==> src/rtl/alu_result_buffer.sv <==
// Small FIFO that captures registered ALU results and flags one cycle after issue,
// with saturating drop counter and sticky overflow indication.
module alu_result_buffer #(
  parameter int NUMBITS = 16,
  parameter int DEPTH   = 4
) (
  input  logic                     clk,
  input  logic                     reset,
  input  logic                     issue_valid,
  input  logic [NUMBITS-1:0]       alu_result,
  input  logic                     alu_carryout,
  input  logic                     alu_overflow,
  input  logic                     alu_zero,
  output logic                     out_valid,
  input  logic                     out_ready,
  output logic [NUMBITS-1:0]       out_result,
  output logic                     out_carry,
  output logic                     out_overflow,
  output logic                     out_zero,
  output logic [$clog2(DEPTH):0]   count,
  output logic                     full,
  output logic                     empty,
  output logic                     sticky_ovf,
  input  logic                     sticky_clr,
  output logic [7:0]               drop_cnt
);

  localparam int AW = $clog2(DEPTH);
  localparam int CW = AW + 1;
  localparam int EW = NUMBITS + 3;

  logic          cap_en;
  logic [AW-1:0] wr_ptr;
  logic [AW-1:0] rd_ptr;
  logic [EW-1:0] mem [DEPTH];
  logic [EW-1:0] head;
  logic          push;
  logic          pop;
  logic          drop;

  assign empty = (count == '0);
  assign full  = (count == CW'(DEPTH));

  // A full buffer still accepts a capture when the head leaves in the same cycle.
  assign pop  = !empty && out_ready;
  assign push = cap_en && (!full || pop);
  assign drop = cap_en && full && !pop;

  assign head         = mem[rd_ptr];
  assign out_valid    = !empty;
  assign out_result   = empty ? '0   : head[EW-1:3];
  assign out_carry    = empty ? 1'b0 : head[2];
  assign out_overflow = empty ? 1'b0 : head[1];
  assign out_zero     = empty ? 1'b0 : head[0];

  always_ff @(posedge clk) begin
    if (push) mem[wr_ptr] <= {alu_result, alu_carryout, alu_overflow, alu_zero};
  end

  always_ff @(posedge clk) begin
    if (!reset) begin
      cap_en     <= 1'b0;
      wr_ptr     <= '0;
      rd_ptr     <= '0;
      count      <= '0;
      sticky_ovf <= 1'b0;
      drop_cnt   <= '0;
    end else begin
      cap_en <= issue_valid;
      if (push) wr_ptr <= wr_ptr + AW'(1);
      if (pop)  rd_ptr <= rd_ptr + AW'(1);
      if (push && !pop)      count <= count + CW'(1);
      else if (pop && !push) count <= count - CW'(1);
      if (drop && drop_cnt != 8'hFF) drop_cnt <= drop_cnt + 8'd1;
      // Overflow set takes priority over a same-cycle clear, dropped captures included.
      if (cap_en && alu_overflow) sticky_ovf <= 1'b1;
      else if (sticky_clr)        sticky_ovf <= 1'b0;
    end
  end

endmodule
==> config.mk <==
export PLATFORM = sky130hd
export DESIGN_NAME = alu_result_buffer
export DESIGN_NICKNAME = d
export VERILOG_FILES = /design/src/rtl/alu_result_buffer.sv
export SDC_FILE = /design/constraint.sdc
export NUM_CORES = 1
export LEC_CHECK = 0
export CAP_MARGIN = 10
export CORE_ASPECT_RATIO = 2
export CORE_UTILIZATION = 41
export CTS_CLUSTER_SIZE = 20
export DETAILED_ROUTE_END_ITERATION = 8
export SLEW_MARGIN = 15
export SYNTH_ARGS = -nofsm -noshare
export SYNTH_HDL_FRONTEND = slang
export SYNTH_SLANG_ARGS = --single-unit
==> constraint.sdc <==
create_clock -name clk -period 2.95 [get_ports clk]
set_clock_uncertainty 0.1 [all_clocks]
set_input_delay 0.59 -clock clk [delete_from_list [all_inputs] [get_ports clk]]
set_output_delay 0.59 -clock clk [all_outputs]
set_load 0.02 [all_outputs]
== Word level (Yosys, flattened, before mapping) ==
Memories as Yosys holds them, arrays and structs flattened. A register that Yosys moved wholly into a read port is not among the register bits.
Index checks and enable logic that the tools add are counted.

* Equal/unequal tests: 2
* Mux-type cells: 12
* Add/sub/neg operators: 5
* Reductions and logical operators: 16

{| class="wikitable"
|+ Operators with widths
! operator !! number
|-
| $mux W16 || 1
|-
| $add A8 B1 Y8 const B || 1
|-
| $logic_and A1 B1 Y1 || 8
|-
| $ne A8 B8 Y1 const B || 1
|-
| $mux W1 || 7
|-
| $mux W3 || 2
|-
| $add A2 B1 Y2 const B || 2
|-
| $logic_not A1 Y1 || 4
|-
| $mux W2 || 2
|-
| $reduce_bool A2 Y1 || 2
|-
| $add A3 B1 Y3 const B || 1
|-
| $eq A3 B3 Y1 const B || 1
|-
| $logic_not A3 Y1 || 1
|-
| $sub A3 B1 Y3 const B || 1
|-
| $logic_or A1 B1 Y1 || 1
|}

* Bits in writable memories: 76
* Register bits: 17
* Output and inout port bits: 34
* Memories: 1
* Word-level logic and storage cells: 42
* Bits of input ports: 24

{| class="wikitable"
|+ Memories
! name !! words !! bits a word !! read ports !! clocked after Yosys merged registers in !! write ports !! line !! source
|-
| mem || 4 || 19 || 1 || 1 || 1 || 35 || <nowiki>logic [EW-1:0] mem [DEPTH];</nowiki>
|}

== Longest topological paths before layout ==
Gate-level depths: netlist of run 1.

* Word-level depth: 9
* Mapped depth: 9
* Depth with buffers taken out: 8

== Least setup slack after synthesis of run 1 ==
OpenSTA, ideal clock, no wires.

* Path kind: register -> register
* Start: register count[0]
* End: register count[2]
* Setup slack: 547 ps
* Setup time: 70 ps
* Period minus slack after synthesis: 2,403 ps
* Arrival time: 2,233 ps
* Stages on the path, launching flop included: 9
* Cells stage by stage: dfxtp_1 > or3_2 > nand2_1 > ha_1 > inv_1 > fa_1 > xor2_1 > or3_1 > a21oi_1

* Longest elaborated chain between the ends: 8

{| class="wikitable"
|+ Ends and longest elaborated chain
! what !! line !! source
|-
| start: declaration || 20 || <nowiki>output logic [$clog2(DEPTH):0] count,</nowiki>
|-
| start signal: assignment || 72 || <nowiki>if (push && !pop) count <= count + CW'(1);</nowiki>
|-
| start signal: assignment || 73 || <nowiki>else if (pop && !push) count <= count - CW'(1);</nowiki>
|-
| branches (longest 8 deep; another with $sub A3 B1 Y3) || n/a ||
|}

Parallel ways; which one is timed is not known. The select of a mux whose other input is x is not followed.
A chain may end at the register's enable or synchronous reset.

==> impl_metrics.toml, run 1 <==
[run_status]
status = "complete, no violations"

[clock_network]
cts_tree = "done"
cts.sinks = 95
cts_buffers = 9
cts-htree-levels = 3
postCtsSetupBuffers = 0
ctsResizeCount = 1
hold_buffers = 0
clk_latency_ns = 0.33
cts-root-buf = "clkbuf_16"
clkTransAtPathRegs_ns = 0.06
cts_max_path_buffers = 2

[cells_and_area]
fin_util_pct = 53.1
area_growth_pct = 26.0
final_cell_mix = "76 x edfxtp_1, 57 x clkdlybuf4s50_1, 20 x and2_1"
drive_gt1_share_pct = 15.7
antennaDiodeCount = 0
final_nets = 314
layout_commonest_cell = "edfxtp_1"

[die]
core_um2 = 9010
core.rowCount = 49
die_area_um2 = 9680
initial_core_util_pct = 42.2
die_w_um = 70.1
die_h_um = 138
ioPinCount = 58

[yosys]
mappedNetlistArea_um2 = 3800
syn_nets = 250
ys_async_sr_fraction_pct = 0
synth-edff-count = 76
synthCells = 219
seq_area_frac_synth_pct = 70.1
synth_area_per_cell_um2 = 17.4
ys_warn_count = 0
ys_types = 36
synth-main-ff-cell = "edfxtp_1"
ys_seq_elements = 95

[global_route]
grt_pass1_vias = 2152
overflow = 0
grt_pass1_wl_um = 11300
grtUsageTotal_pct = 15.7
grt_antenna_before_repair = 0
grt_max_degree = 24

[critical_path]
critical_path.top_delay_family = "buffers and inverters"
worst-setup-path-type = "reg -> out"
endpoint_kind = "primary output"
cp-start-kind = "register"
cp_slowest_stage_delay_ns = 0.53
worstPathRequired_ns = 2.26
slowest_stage = "mux4_2"
path_buf_inv = 2
crit_arrival_ns = 2.13
path_cells = "buf_12, mux4_2, and2_1, clkdlybuf4s50_1"
cp_max_fo = 19

[timing]
setup_viol = 0
slew_headroom_pct = 63.6
period_share_pct = 95.5
period_minus_slack_ns = 2.82
hold_ws_ns = 0.397
slew_viol_final = 0
hold_viol = 0
rsz0062_at_grt = "false"
setup_tns_ns = 0
fmax_ghz = 0.355
worst_slew_pin_slew_ns = 0.545

[place]
gp_congestion = 0.697
hpwl_um = 4530
portBuffers = 57

[detailed_routing]
drc_errors = 0
wl_um = 7000
drtIter0Drc = 132
via_per_inst = 5.32
first_pass_iters = 4
wl_per_cell_um = 18.0
postRouteAntennaNets = 0
vias = 2070

[pwr]
p_leak_nw = 1.59
power_density_nw_per_um2 = 766
ir_worst_vdd_mv = 0.423

[flow_run]
drv_cap = 0

[hold_path]
min_path_type = "reg -> reg"
==> sequential cells by signal (all words and copies together), names as in the netlist, named ones only <==
name,count
cap_en,1
wr_ptr,2
mem,76
drop_cnt,8
count,3
sticky_ovf,1
rd_ptr,2
==> power breakdown <==
part           internal [mW]  switching (mW)
clock                  0.644           0.446
sequential              1.52          0.0376
combinational          0.522           0.504
total                   2.68           0.988
==> Yosys cell counts (2+ instances only) <==
cell type  instances  area, um2
a21oi_1            7       35.0
edfxtp_1          76       2280
mux4_2            19        428
and3_2             4       30.0
o21ai_0            3       15.0
clkbuf_1           4       15.0
nor2_1            11       41.3
or3_1              3       18.8
inv_1              7       26.3
ha_1               6       75.1
nand2_1            4       15.0
nor4_2             2       25.0
nand3_1            6       30.0
mux2i_1            2       20.0
and2_1            20        125
xor2_1             6       52.6
dfxtp_1           19        380
buf_2              2       10.0
==> through the flow <==
stage                     instance area (um2)  instances  total power, mW  worst slack (ns)
after floorplan                          3800        219             2.18             0.547
after global placement                   4510        374             2.61             0.145
after detailed placement                 4510        374             2.63            0.0846
after CTS                                4790        389             3.73            0.0969
after global routing                     4790        389             3.83            0.0488
final                                    4790        389             3.67             0.133
==> worst min-delay path, cell delays in order, from the launching register on <==
cell and delay (ns):
dfxtp_1 0.31, nand2b_1 0.08, a21oi_1 0.06
==> layer usage <==
layer,share of wire [%],GRT usage [%],vias up,wire (um)
met1,38,17.2,1045,2660
li1,-,-,967,-
met3,2.7,3.06,13,191
met5,0,0,-,0
met4,2.4,8.21,0,169
met2,57,28.2,45,3980
==> cell type report <==
type                            count  area, um2
Timing Repair Buffer               62        621
Multi-Input combinational cell    108       1070
Tap cell                          102        128
Inverter                            7       26.3
Clock inverter                      5       50.0
Clock buffer                       10        229
Fill cell                         757       4220
Sequential cell                    95       2660
==> cell families after synthesis <==
family / share of synthesized area [%]
DFF: 70.1
and+or+nand+nor: 9.32
muxes: 11.8
AOI/OAI and AO/OA: 2.93
buffers and inverters: 1.78
xor gates and xnor gates: 1.61
adders and majority gates: 2.50
==> worst paths after layout <==
check / startpoint / end / slack [ns] / cells after the start
setup / recovery: register / out_result[10] / 0.13 / 4
hold / removal: sticky_ovf / sticky_ovf / 0.40 / 2
setup reg to reg: count[2] / count[2] / 0.48 / 8
hold reg to reg: sticky_ovf / sticky_ovf / 0.40 / 2
No activity file was read; power rests on OpenSTA's default activity.
==> run 2: changes to the inputs <==
- ABC_CLOCK_PERIOD_IN_PS: default -> 2950
- CTS_CLUSTER_SIZE: 20 -> 24
==> results of run 2 <==
Final layout, timing and power as in run 1 (identical DEF).
